File: src/rtl/ad_ip_jesd204_tpl_pkg.sv
// Shared definitions for the JESD204 ADC transport layer: sync FSM encoding,
// padding mode constants and the frame geometry helpers.
package ad_ip_jesd204_tpl_pkg;

   typedef enum logic [1:0] {
      ST_IDLE  = 2'd0,
      ST_ARMED = 2'd1,
      ST_RUN   = 2'd2
   } sync_state_t;

   localparam int PAD_MSB = 0;
   localparam int PAD_LSB = 1;

   // Octets per lane per frame.
   function automatic int calc_f(input int lanes, input int chans, input int spf, input int np);
      return (chans * spf * np) / (8 * lanes);
   endfunction

   // Samples per converter per link beat.
   function automatic int calc_dpw(input int lanes, input int chans, input int np, input int opb);
      return (opb * 8 * lanes) / (chans * np);
   endfunction

endpackage

File: src/rtl/ad_ip_jesd204_tpl_adc_deframer_if.sv
// Beat-level bus between the RX link layer, the deframer and the ADC/DMA side.
interface ad_ip_jesd204_tpl_adc_deframer_if #(
   parameter int LINK_W = 128,
   parameter int ADC_W  = 128
);
   logic              link_valid;
   logic [LINK_W-1:0] link_data;
   logic              adc_valid;
   logic [ADC_W-1:0]  adc_data;

   modport master (
      output link_valid, link_data,
      input  adc_valid, adc_data
   );

   modport slave (
      input  link_valid, link_data,
      output adc_valid, adc_data
   );
endinterface

File: src/rtl/ad_ip_jesd204_tpl_adc_pad.sv
// Pads one NP-bit converter sample to the DMA sample width and registers it.
module ad_ip_jesd204_tpl_adc_pad
   import ad_ip_jesd204_tpl_pkg::*;
#(
   parameter int BITS_PER_SAMPLE      = 16,
   parameter int DMA_BITS_PER_SAMPLE  = 16,
   parameter int PADDING_TO_MSB_LSB_N = 0,
   parameter int SIGN_EXTEND          = 1
) (
   input  logic                           clk,
   input  logic                           rst_n,
   input  logic                           en,
   input  logic [BITS_PER_SAMPLE-1:0]     sample,
   output logic [DMA_BITS_PER_SAMPLE-1:0] padded
);

   // Equal widths fall out naturally: zero shift, and a same-width cast.
   function automatic logic [DMA_BITS_PER_SAMPLE-1:0] pad_sample(input logic [BITS_PER_SAMPLE-1:0] s);
      logic signed [BITS_PER_SAMPLE-1:0] ss;
      ss = s;
      if (PADDING_TO_MSB_LSB_N == PAD_MSB)
         return DMA_BITS_PER_SAMPLE'(s) << (DMA_BITS_PER_SAMPLE - BITS_PER_SAMPLE);
      else if (SIGN_EXTEND != 0)
         return DMA_BITS_PER_SAMPLE'(ss);
      else
         return DMA_BITS_PER_SAMPLE'(s);
   endfunction

   // stage 2: padded sample register
   always_ff @(posedge clk or negedge rst_n) begin
      if (!rst_n)
         padded <= '0;
      else if (en)
         padded <= pad_sample(sample);
   end

endmodule

File: src/rtl/ad_ip_jesd204_tpl_adc_deframer.sv
// JESD204 RX transport layer: deframes lane beats into per-converter samples,
// pads them for DMA, gates validity with the ext-sync FSM and tracks overflow.
// Optional AD_IP_JESD204_TPL_ADC_BEAT_CNT_EN adds a 32-bit output beat counter.
module ad_ip_jesd204_tpl_adc_deframer
   import ad_ip_jesd204_tpl_pkg::*;
#(
   parameter int NUM_LANES            = 4,
   parameter int NUM_CHANNELS         = 2,
   parameter int SAMPLES_PER_FRAME    = 1,
   parameter int BITS_PER_SAMPLE      = 16,
   parameter int OCTETS_PER_BEAT      = 4,
   parameter int DMA_BITS_PER_SAMPLE  = 16,
   parameter int PADDING_TO_MSB_LSB_N = 0,
   parameter int SIGN_EXTEND          = 1,
   parameter int EXT_SYNC             = 0
) (
   input  logic link_clk,
   input  logic link_resetn,
   ad_ip_jesd204_tpl_adc_deframer_if.slave tpl,
   input  logic adc_dovf,
   input  logic adc_ovf_clr,
   output logic adc_ovf_status,
   input  logic adc_ext_sync_arm,
   input  logic adc_ext_sync_disarm,
   input  logic adc_sync_in,
   output logic adc_sync_status
`ifdef AD_IP_JESD204_TPL_ADC_BEAT_CNT_EN
   ,
   output logic [31:0] adc_beat_cnt
`endif
);

   localparam int F    = calc_f(NUM_LANES, NUM_CHANNELS, SAMPLES_PER_FRAME, BITS_PER_SAMPLE);
   localparam int DPW  = calc_dpw(NUM_LANES, NUM_CHANNELS, BITS_PER_SAMPLE, OCTETS_PER_BEAT);
   localparam int NFR  = OCTETS_PER_BEAT / F;
   localparam int FW   = NUM_LANES * F * 8;
   localparam int OPB8 = OCTETS_PER_BEAT * 8;
   localparam int NSMP = NUM_CHANNELS * DPW;
   localparam int DBPS = DMA_BITS_PER_SAMPLE;
   localparam int NP   = BITS_PER_SAMPLE;
   localparam int S    = SAMPLES_PER_FRAME;

   sync_state_t state, state_nxt;
   logic        run;

   logic [FW-1:0]   frame    [NFR];
   logic [NP-1:0]   deframed [NSMP];
   logic [NP-1:0]   samp_p1  [NSMP];
   logic [DBPS-1:0] padded   [NSMP];
   logic            vld_p1;
   logic            vld_p2;

   always_ff @(posedge link_clk or negedge link_resetn) begin
      if (!link_resetn)
         state <= (EXT_SYNC != 0) ? ST_IDLE : ST_RUN;
      else
         state <= state_nxt;
   end

   always_comb begin
      state_nxt = state;
      if (EXT_SYNC == 0) begin
         state_nxt = ST_RUN;
      end else begin
         case (state)
            ST_IDLE:  if (adc_ext_sync_arm) state_nxt = ST_ARMED;
            ST_ARMED: begin
               if (adc_ext_sync_disarm)
                  state_nxt = ST_RUN;
               else if (adc_sync_in)
                  state_nxt = ST_RUN;
            end
            ST_RUN:   if (adc_ext_sync_arm) state_nxt = ST_ARMED;
            default:  state_nxt = ST_IDLE;
         endcase
      end
   end

   assign run             = (state == ST_RUN);
   assign adc_sync_status = (EXT_SYNC != 0) && (state == ST_ARMED);

   // Frame k gathers octet k*F+j of every lane; the earliest octet of each
   // lane lands at the MSB end, lane 0 first, which is the octet reversal.
   always_comb begin
      for (int k = 0; k < NFR; k++) begin
         frame[k] = '0;
         for (int l = 0; l < NUM_LANES; l++)
            for (int j = 0; j < F; j++)
               frame[k][FW-(l*F+j+1)*8 +: 8] = tpl.link_data[l*OPB8 + (k*F+j)*8 +: 8];
      end
   end

   always_comb begin
      for (int i = 0; i < NSMP; i++)
         deframed[i] = '0;
      for (int k = 0; k < NFR; k++)
         for (int c = 0; c < NUM_CHANNELS; c++)
            for (int s = 0; s < S; s++)
               deframed[c*DPW + k*S + s] = frame[k][FW-(c*S+s+1)*NP +: NP];
   end

   // stage 1: deframed samples, gated by the sync FSM
   always_ff @(posedge link_clk or negedge link_resetn) begin
      if (!link_resetn) begin
         vld_p1 <= 1'b0;
         for (int i = 0; i < NSMP; i++)
            samp_p1[i] <= '0;
      end else begin
         vld_p1 <= tpl.link_valid & run;
         if (tpl.link_valid & run)
            samp_p1 <= deframed;
      end
   end

   // stage 2: padded samples
   for (genvar g = 0; g < NSMP; g++) begin : g_pad
      ad_ip_jesd204_tpl_adc_pad #(
         .BITS_PER_SAMPLE      (NP),
         .DMA_BITS_PER_SAMPLE  (DBPS),
         .PADDING_TO_MSB_LSB_N (PADDING_TO_MSB_LSB_N),
         .SIGN_EXTEND          (SIGN_EXTEND)
      ) u_pad (
         .clk    (link_clk),
         .rst_n  (link_resetn),
         .en     (vld_p1),
         .sample (samp_p1[g]),
         .padded (padded[g])
      );
   end

   always_ff @(posedge link_clk or negedge link_resetn) begin
      if (!link_resetn)
         vld_p2 <= 1'b0;
      else
         vld_p2 <= vld_p1;
   end

   always_comb begin
      tpl.adc_data = '0;
      for (int i = 0; i < NSMP; i++)
         tpl.adc_data[i*DBPS +: DBPS] = padded[i];
   end

   assign tpl.adc_valid = vld_p2;

   // A set in the same cycle as a clear must not be lost.
   always_ff @(posedge link_clk or negedge link_resetn) begin
      if (!link_resetn)
         adc_ovf_status <= 1'b0;
      else if (adc_dovf)
         adc_ovf_status <= 1'b1;
      else if (adc_ovf_clr)
         adc_ovf_status <= 1'b0;
   end

`ifdef AD_IP_JESD204_TPL_ADC_BEAT_CNT_EN
   logic [31:0] beat_cnt;

   always_ff @(posedge link_clk or negedge link_resetn) begin
      if (!link_resetn)
         beat_cnt <= '0;
      else if (adc_ovf_clr)
         beat_cnt <= '0;
      else if (vld_p2)
         beat_cnt <= beat_cnt + 32'd1;
   end

   assign adc_beat_cnt = beat_cnt;
`endif

endmodule
File: src/flat_wrapper.sv
// flat-port wrapper written by rule: the top's interface ports become plain ports
module ad_ip_jesd204_tpl_adc_deframer_flat import ad_ip_jesd204_tpl_pkg::*;
#(
   parameter int NUM_LANES            = 4,
   parameter int NUM_CHANNELS         = 2,
   parameter int SAMPLES_PER_FRAME    = 1,
   parameter int BITS_PER_SAMPLE      = 16,
   parameter int OCTETS_PER_BEAT      = 4,
   parameter int DMA_BITS_PER_SAMPLE  = 16,
   parameter int PADDING_TO_MSB_LSB_N = 0,
   parameter int SIGN_EXTEND          = 1,
   parameter int EXT_SYNC             = 0
)
  (link_clk, link_resetn, adc_dovf, adc_ovf_clr, adc_ovf_status, adc_ext_sync_arm, adc_ext_sync_disarm, adc_sync_in, adc_sync_status, tpl_link_valid, tpl_link_data, tpl_adc_valid, tpl_adc_data);
  ad_ip_jesd204_tpl_adc_deframer_if tpl_i ();
  input  logic link_clk;
  input  logic link_resetn;
  input  logic adc_dovf;
  input  logic adc_ovf_clr;
  output logic adc_ovf_status;
  input  logic adc_ext_sync_arm;
  input  logic adc_ext_sync_disarm;
  input  logic adc_sync_in;
  output logic adc_sync_status;
  input wire logic [$bits(tpl_i.link_valid)-1:0] tpl_link_valid;
  input wire logic [$bits(tpl_i.link_data)-1:0] tpl_link_data;
  output wire logic [$bits(tpl_i.adc_valid)-1:0] tpl_adc_valid;
  output wire logic [$bits(tpl_i.adc_data)-1:0] tpl_adc_data;
  assign tpl_i.link_valid = tpl_link_valid;
  assign tpl_i.link_data = tpl_link_data;
  assign tpl_adc_valid = tpl_i.adc_valid;
  assign tpl_adc_data = tpl_i.adc_data;
  ad_ip_jesd204_tpl_adc_deframer #(.NUM_LANES(NUM_LANES), .NUM_CHANNELS(NUM_CHANNELS), .SAMPLES_PER_FRAME(SAMPLES_PER_FRAME), .BITS_PER_SAMPLE(BITS_PER_SAMPLE), .OCTETS_PER_BEAT(OCTETS_PER_BEAT), .DMA_BITS_PER_SAMPLE(DMA_BITS_PER_SAMPLE), .PADDING_TO_MSB_LSB_N(PADDING_TO_MSB_LSB_N), .SIGN_EXTEND(SIGN_EXTEND), .EXT_SYNC(EXT_SYNC)) u_core (.link_clk(link_clk), .link_resetn(link_resetn), .tpl(tpl_i), .adc_dovf(adc_dovf), .adc_ovf_clr(adc_ovf_clr), .adc_ovf_status(adc_ovf_status), .adc_ext_sync_arm(adc_ext_sync_arm), .adc_ext_sync_disarm(adc_ext_sync_disarm), .adc_sync_in(adc_sync_in), .adc_sync_status(adc_sync_status));
endmodule
File: config.mk
export PLATFORM = sky130hd
export DESIGN_NAME = ad_ip_jesd204_tpl_adc_deframer_flat
export DESIGN_NICKNAME = d
export VERILOG_FILES = /design/src/rtl/ad_ip_jesd204_tpl_pkg.sv /design/src/rtl/ad_ip_jesd204_tpl_adc_deframer_if.sv /design/src/rtl/ad_ip_jesd204_tpl_adc_pad.sv /design/src/rtl/ad_ip_jesd204_tpl_adc_deframer.sv /design/src/flat_wrapper.sv
export SDC_FILE = /design/constraint.sdc
export NUM_CORES = 1
export LEC_CHECK = 0
export ABC_AREA = 1
export CELL_PAD_IN_SITES_DETAIL_PLACEMENT = 0
export CELL_PAD_IN_SITES_GLOBAL_PLACEMENT = 1
export CORE_ASPECT_RATIO = 0.5
export CORE_MARGIN = 5
export CORE_UTILIZATION = 39
export DETAILED_ROUTE_END_ITERATION = 10
export PLACE_DENSITY_LB_ADDON = 0.1
export SLEW_MARGIN = 20
export SYNTH_ARGS = -nofsm -noshare
export SYNTH_HDL_FRONTEND = slang
export SYNTH_HIERARCHICAL = 1
export SYNTH_SLANG_ARGS = --single-unit
File: constraint.sdc
create_clock -name link_clk -period 3.76 [get_ports link_clk]
set_clock_uncertainty 0.1 [all_clocks]
set_input_delay 0.752 -clock link_clk [delete_from_list [all_inputs] [get_ports link_clk]]
set_output_delay 0.752 -clock link_clk [all_outputs]
set_load 0.02 [all_outputs]
Yosys cells after proc, flatten, opt, wreduce, memory -nomap -nowiden
Cells that the tools add are included.
- flip-flop bits (word level): 259
- bits of input ports: 136
- output and inout port bits: 131
- word-level logic and storage cells: 22
- multiplexer cells: 2
- reduce and logical (&&, ||, !) cells: 1
- operator list (operator ; count):
    1-bit two-way mux ; 2
    2-bit nonzero test ; 1

Longest topological paths before layout
- depth in word-level cells: 2
- gate-level depth with buffers: 5
- gate-level depth less buffers: 3

By module
Netlist, hierarchy kept.
- modules (own cells, without submodules) (module ; instances ; cells each ; area each (um^2) ; seq. area each (um^2)):
    ad_ip_jesd204_tpl_adc_pad ; 8 ; 68 ; 644.4 ; 400.4
    ad_ip_jesd204_tpl_adc_deframer ; 1 ; 550 ; 5061.1 ; 3278.1

Worst setup path before layout
No wires, ideal clock.
- kind: input port to flip-flop
- from: in tpl_link_valid
- to: reg u_core/samp_p1[0] (netlist bit)
- setup time: 0.116 ns
- arrival: 1.125 ns
- required time: 3.544 ns
- path slack: 2.419 ns
- stages: 5
- path buffers: 2
- cell sequence: inv_2 buf_6 buf_6 nand2_1 nand2_1
- RTL lines (what ; RTL line ; source):
    start: declaration ; flat_wrapper.sv:25 ; input wire logic [$bits(tpl_i.link_valid)-1:0] tpl_link_valid;
    end signal: assignment ; ad_ip_jesd204_tpl_adc_deframer.sv:111 ; samp_p1 <= deframed;
    end: declaration ; ad_ip_jesd204_tpl_adc_deframer.sv:48 ; logic [NP-1:0] samp_p1 [NSMP];

Final worst setup path
- from: reg u_core.g_pad[2].u_pad.padded[11]
- to: out tpl_adc_data[43]
- RTL lines (what ; RTL line ; source):
    start: declaration ; ad_ip_jesd204_tpl_adc_pad.sv:14 ; output logic [DMA_BITS_PER_SAMPLE-1:0] padded
    start signal: assignment ; ad_ip_jesd204_tpl_adc_pad.sv:34 ; padded <= pad_sample(sample);
    end: declaration ; flat_wrapper.sv:28 ; output wire logic [$bits(tpl_i.adc_data)-1:0] tpl_adc_data;
No word-level cell between the ends.

==> metrics.md <==
| Metric | Value |
|---|---|
| Status | `complete, no violations` |
| CTS buffer count | `24` |
| P_sw | `around 1800 uW` |
| Setup violators final | `0` |
| Slew @ Worst Pin | `0.782 ns` |
| Area growth syn-to-layout | `33.0%` |
| Synth Flop Type | `dfrtp_1` |
| Logic gate share of total power | `0.163` |
| GP Congestion | `between 0.7 and 0.8` |
| Drt drc | `0` |
| Share of cells above drive strength 1 | `0.0731` |
| Count of cell types in the netlist | `10` |
| Crit. End Element | `output port` |
| Die area | `~30,000 sq um` |
| Maximum clock frequency | `0.418 GHz` |
| Area contributors post-synth | `dfrtp_1, nand2_1, buf_6` |
| Clk buf depth | `3` |
| TNS Setup | `0 ns` |
| Arrival time of the worst setup path | `roughly 1.5 ns` |
| Worst path max stage delay | `~0.66 ns` |
| Clock sinks | `between 200 and 300` |
| Crit Path Max Fanout | `2` |
| Synth Warn # | `6` |
| Core footprint | `approximately 25,000 sq um` |
| Final nets | `~1,500` |
| Vias in the first global route | `slightly below 8,000` |
| Final worst path period share | `0.636` |
| Pre-antenna DRT Iters | `4` |
| Mapped Nets | `between 1,000 and 1,500` |
| Initial antenna violation count | `1` |
| Peak VDD IR | `around 0.00037 V` |
| Post-synthesis cell type with the largest combined area | `dfrtp_1` |
| Setup crit start kind | `flop` |
| Ys async rst share | `1.00` |
| Top cells by count, synth | `nand2_1, dfrtp_1, buf_6, nand2_2` |
| Final hold vios | `0` |
| Avg Cell Area, Syn | `about 9.3 sq um` |
| Grt ovf | `0` |
| Cell Int Power | `between 5000 and 6000 uW` |
| Initial Utilization | `0.401` |
| Critical-path cell list | `clkdlybuf4s50_1` |
| Reg power frac | `0.469` |
| Crit path time final | `between 2 and 2.5 ns` |
| Die W | `239 um` |
| Slew HR | `0.479` |
| Vias post-DR | `around 7,600` |
| Mapped Cells | `approximately 1,100` |
| Dpl hpwl | `16,700 um` |
| WS Path Type | `reg -> out` |
| CTS Hold Bufs | `0` |
| Register area share after synthesis | `0.634` |
| CTS tree | `yes` |
| WHS | `between 0.1 and 0.15 ns` |
| Row cnt | `41` |
| Bufs and invs on worst path | `1` |
| Max-cap violations | `0` |
| Top Ports | `approximately 270` |
| Cts repair resizes | `0` |
| Initial DRC Count | `493` |
| GRT Total Usage | `0.174` |
| PD cells | `between 500 and 600 nW/um^2` |
| H-Tree Depth | `1` |
| First-pass GRT wire length | `42,300 um` |
| Number of flops mapped to enable cells by yosys | `0` |
| Largest net degree at the start of global routing | `130` |
| WL/cell | `about 15 um` |
| Seq cells post-synth | `between 200 and 300` |
| Most frequent cell after synthesis | `nand2_1` |
| Net switching fraction of the power | `0.261` |
| Clk pwr share | `0.368` |
| Clk Latency, worst-skew pair | `about 0.51 ns` |
| LEAKAGE | `between 0.006 and 0.007 uW` |
| Mapped Area | `10,200 sq um` |
| Final Max Tran Viols | `0` |
| RSZ-0062 raised after global routing | `false` |
| CP required | `2.91 ns` |
| Vias/cell | `between 4 and 5` |
| Crit-path slowest cell | `clkdlybuf4s50_1` |
| Worst Slack Setup Final | `1.37 ns` |
| Post-CTS Setup Bufs | `0` |
| DP Worst Slack | `~1.7 ns` |
| Total wire length | `25,900 um` |
| Root Buffer Master | `clkbuf_16` |
| Reg clk slew, reported paths | `0.06 ns` |
| ANT nets after route | `0` |
| Cell family with most CP delay | `buffers and inverters` |
| IO buf count | `between 200 and 300` |
| Die Ht | `~120 um` |
| Top cell type's share of synthesized area | `0.634` |
| Hold/Removal Path Class | `in -> async` |
==> area by class of cell <==
class / instances / area, sq um
Inverter: 11 / 83.8
Antenna cell: 1 / 2.50
Tap cell: 344 / 430
Clock buffer: 38 / 754
Clock inverter: 4 / 70.1
Timing Repair Buffer: 272 / 2760
Multi-Input combinational cell: 771 / 2990
Sequential cell: 259 / 6480
Fill cell: 2391 / 11900
==> through the flow <==
| step | utilization | instance area, sq um | std cells | total power, uW |
|---|---|---|---|---|
| global route | 0.533 | 13600 | 1700 | 7240 |
| global placement | 0.500 | 12800 | 1657 | 4410 |
| floorplan | - | 10200 | 1094 | 3820 |
| CTS | 0.533 | 13600 | 1699 | 7000 |
| detailed placement | 0.500 | 12800 | 1657 | 4430 |
| finish | 0.533 | 13600 | 1700 | 6890 |
==> power by group through the flow <==
stage / Sequential (uW) / Combinational (uW) / Clock [uW]
2_1_floorplan: 3440 / 377 / 0
3_3_place_gp: 3280 / 1130 / 0
3_5_place_dp: 3280 / 1150 / 0
4_1_cts: 3240 / 1150 / 2620
5_1_grt: 3270 / 1230 / 2740
6_report: 3230 / 1120 / 2530
==> sequential cells by signal, indices dropped and copies added (netlist names) <==
| register | count |
|---|---|
| u_core/adc_ovf_status | 1 |
| u_core/g_pad.u_pad/padded | 128 |
| u_core/samp_p1 | 128 |
| u_core/tpl.adc_valid | 1 |
| u_core/vld_p1 | 1 |
==> metal layers <==
| metal | up-vias | GRT usage | part of all wire |
|---|---|---|---|
| met3 | 34 | 0.0376 | 0.052 |
| met4 | 0 | 0.0355 | 0.021 |
| li1 | 3749 | - | - |
| met1 | 3606 | 0.234 | 0.43 |
| met2 | 167 | 0.292 | 0.49 |
| met5 | - | 0 | 0 |
==> layout by cell type, fill, tap and decap left out, drive strengths merged <==
master	instances
clkdlybuf4s50	260
diode	1
conb	1
bufinv	2
clkbuf	38
clkinv	2
inv	11
nand2	770
buf	12
dfrtp	259
==> cell families (layout without fill, tap and decap cells) <==
| family | Yosys count | count (layout) | synth area share |
|---|---|---|---|
| other | 1 | 2 | 0.000367 |
| buffers and inverters | 64 | 325 | 0.0725 |
| DFF | 259 | 259 | 0.634 |
| and+or+nand+nor | 770 | 770 | 0.293 |
==> worst paths after layout <==
kind | startpoint | end | slack, ns | depth (start not counted)
max reg2reg | u_core/vld_p1 | u_core/g_pad[0].u_pad/padded[8] | 2.02 | 4
max | u_core/g_pad[2].u_pad/padded[11] | tpl_adc_data[43] | 1.37 | 1
min reg2reg | u_core/g_pad[0].u_pad/padded[9] | u_core/g_pad[0].u_pad/padded[9] | 0.37 | 2
min | link_resetn | u_core/g_pad[5].u_pad/padded[10] | 0.13 | 1
max in group asynchronous | link_resetn | u_core/g_pad[0].u_pad/padded[9] | 2.53 | 2
min in group link_clk | u_core/g_pad[0].u_pad/padded[9] | u_core/g_pad[0].u_pad/padded[9] | 0.37 | 2
Power figures use the tool's default switching activity.
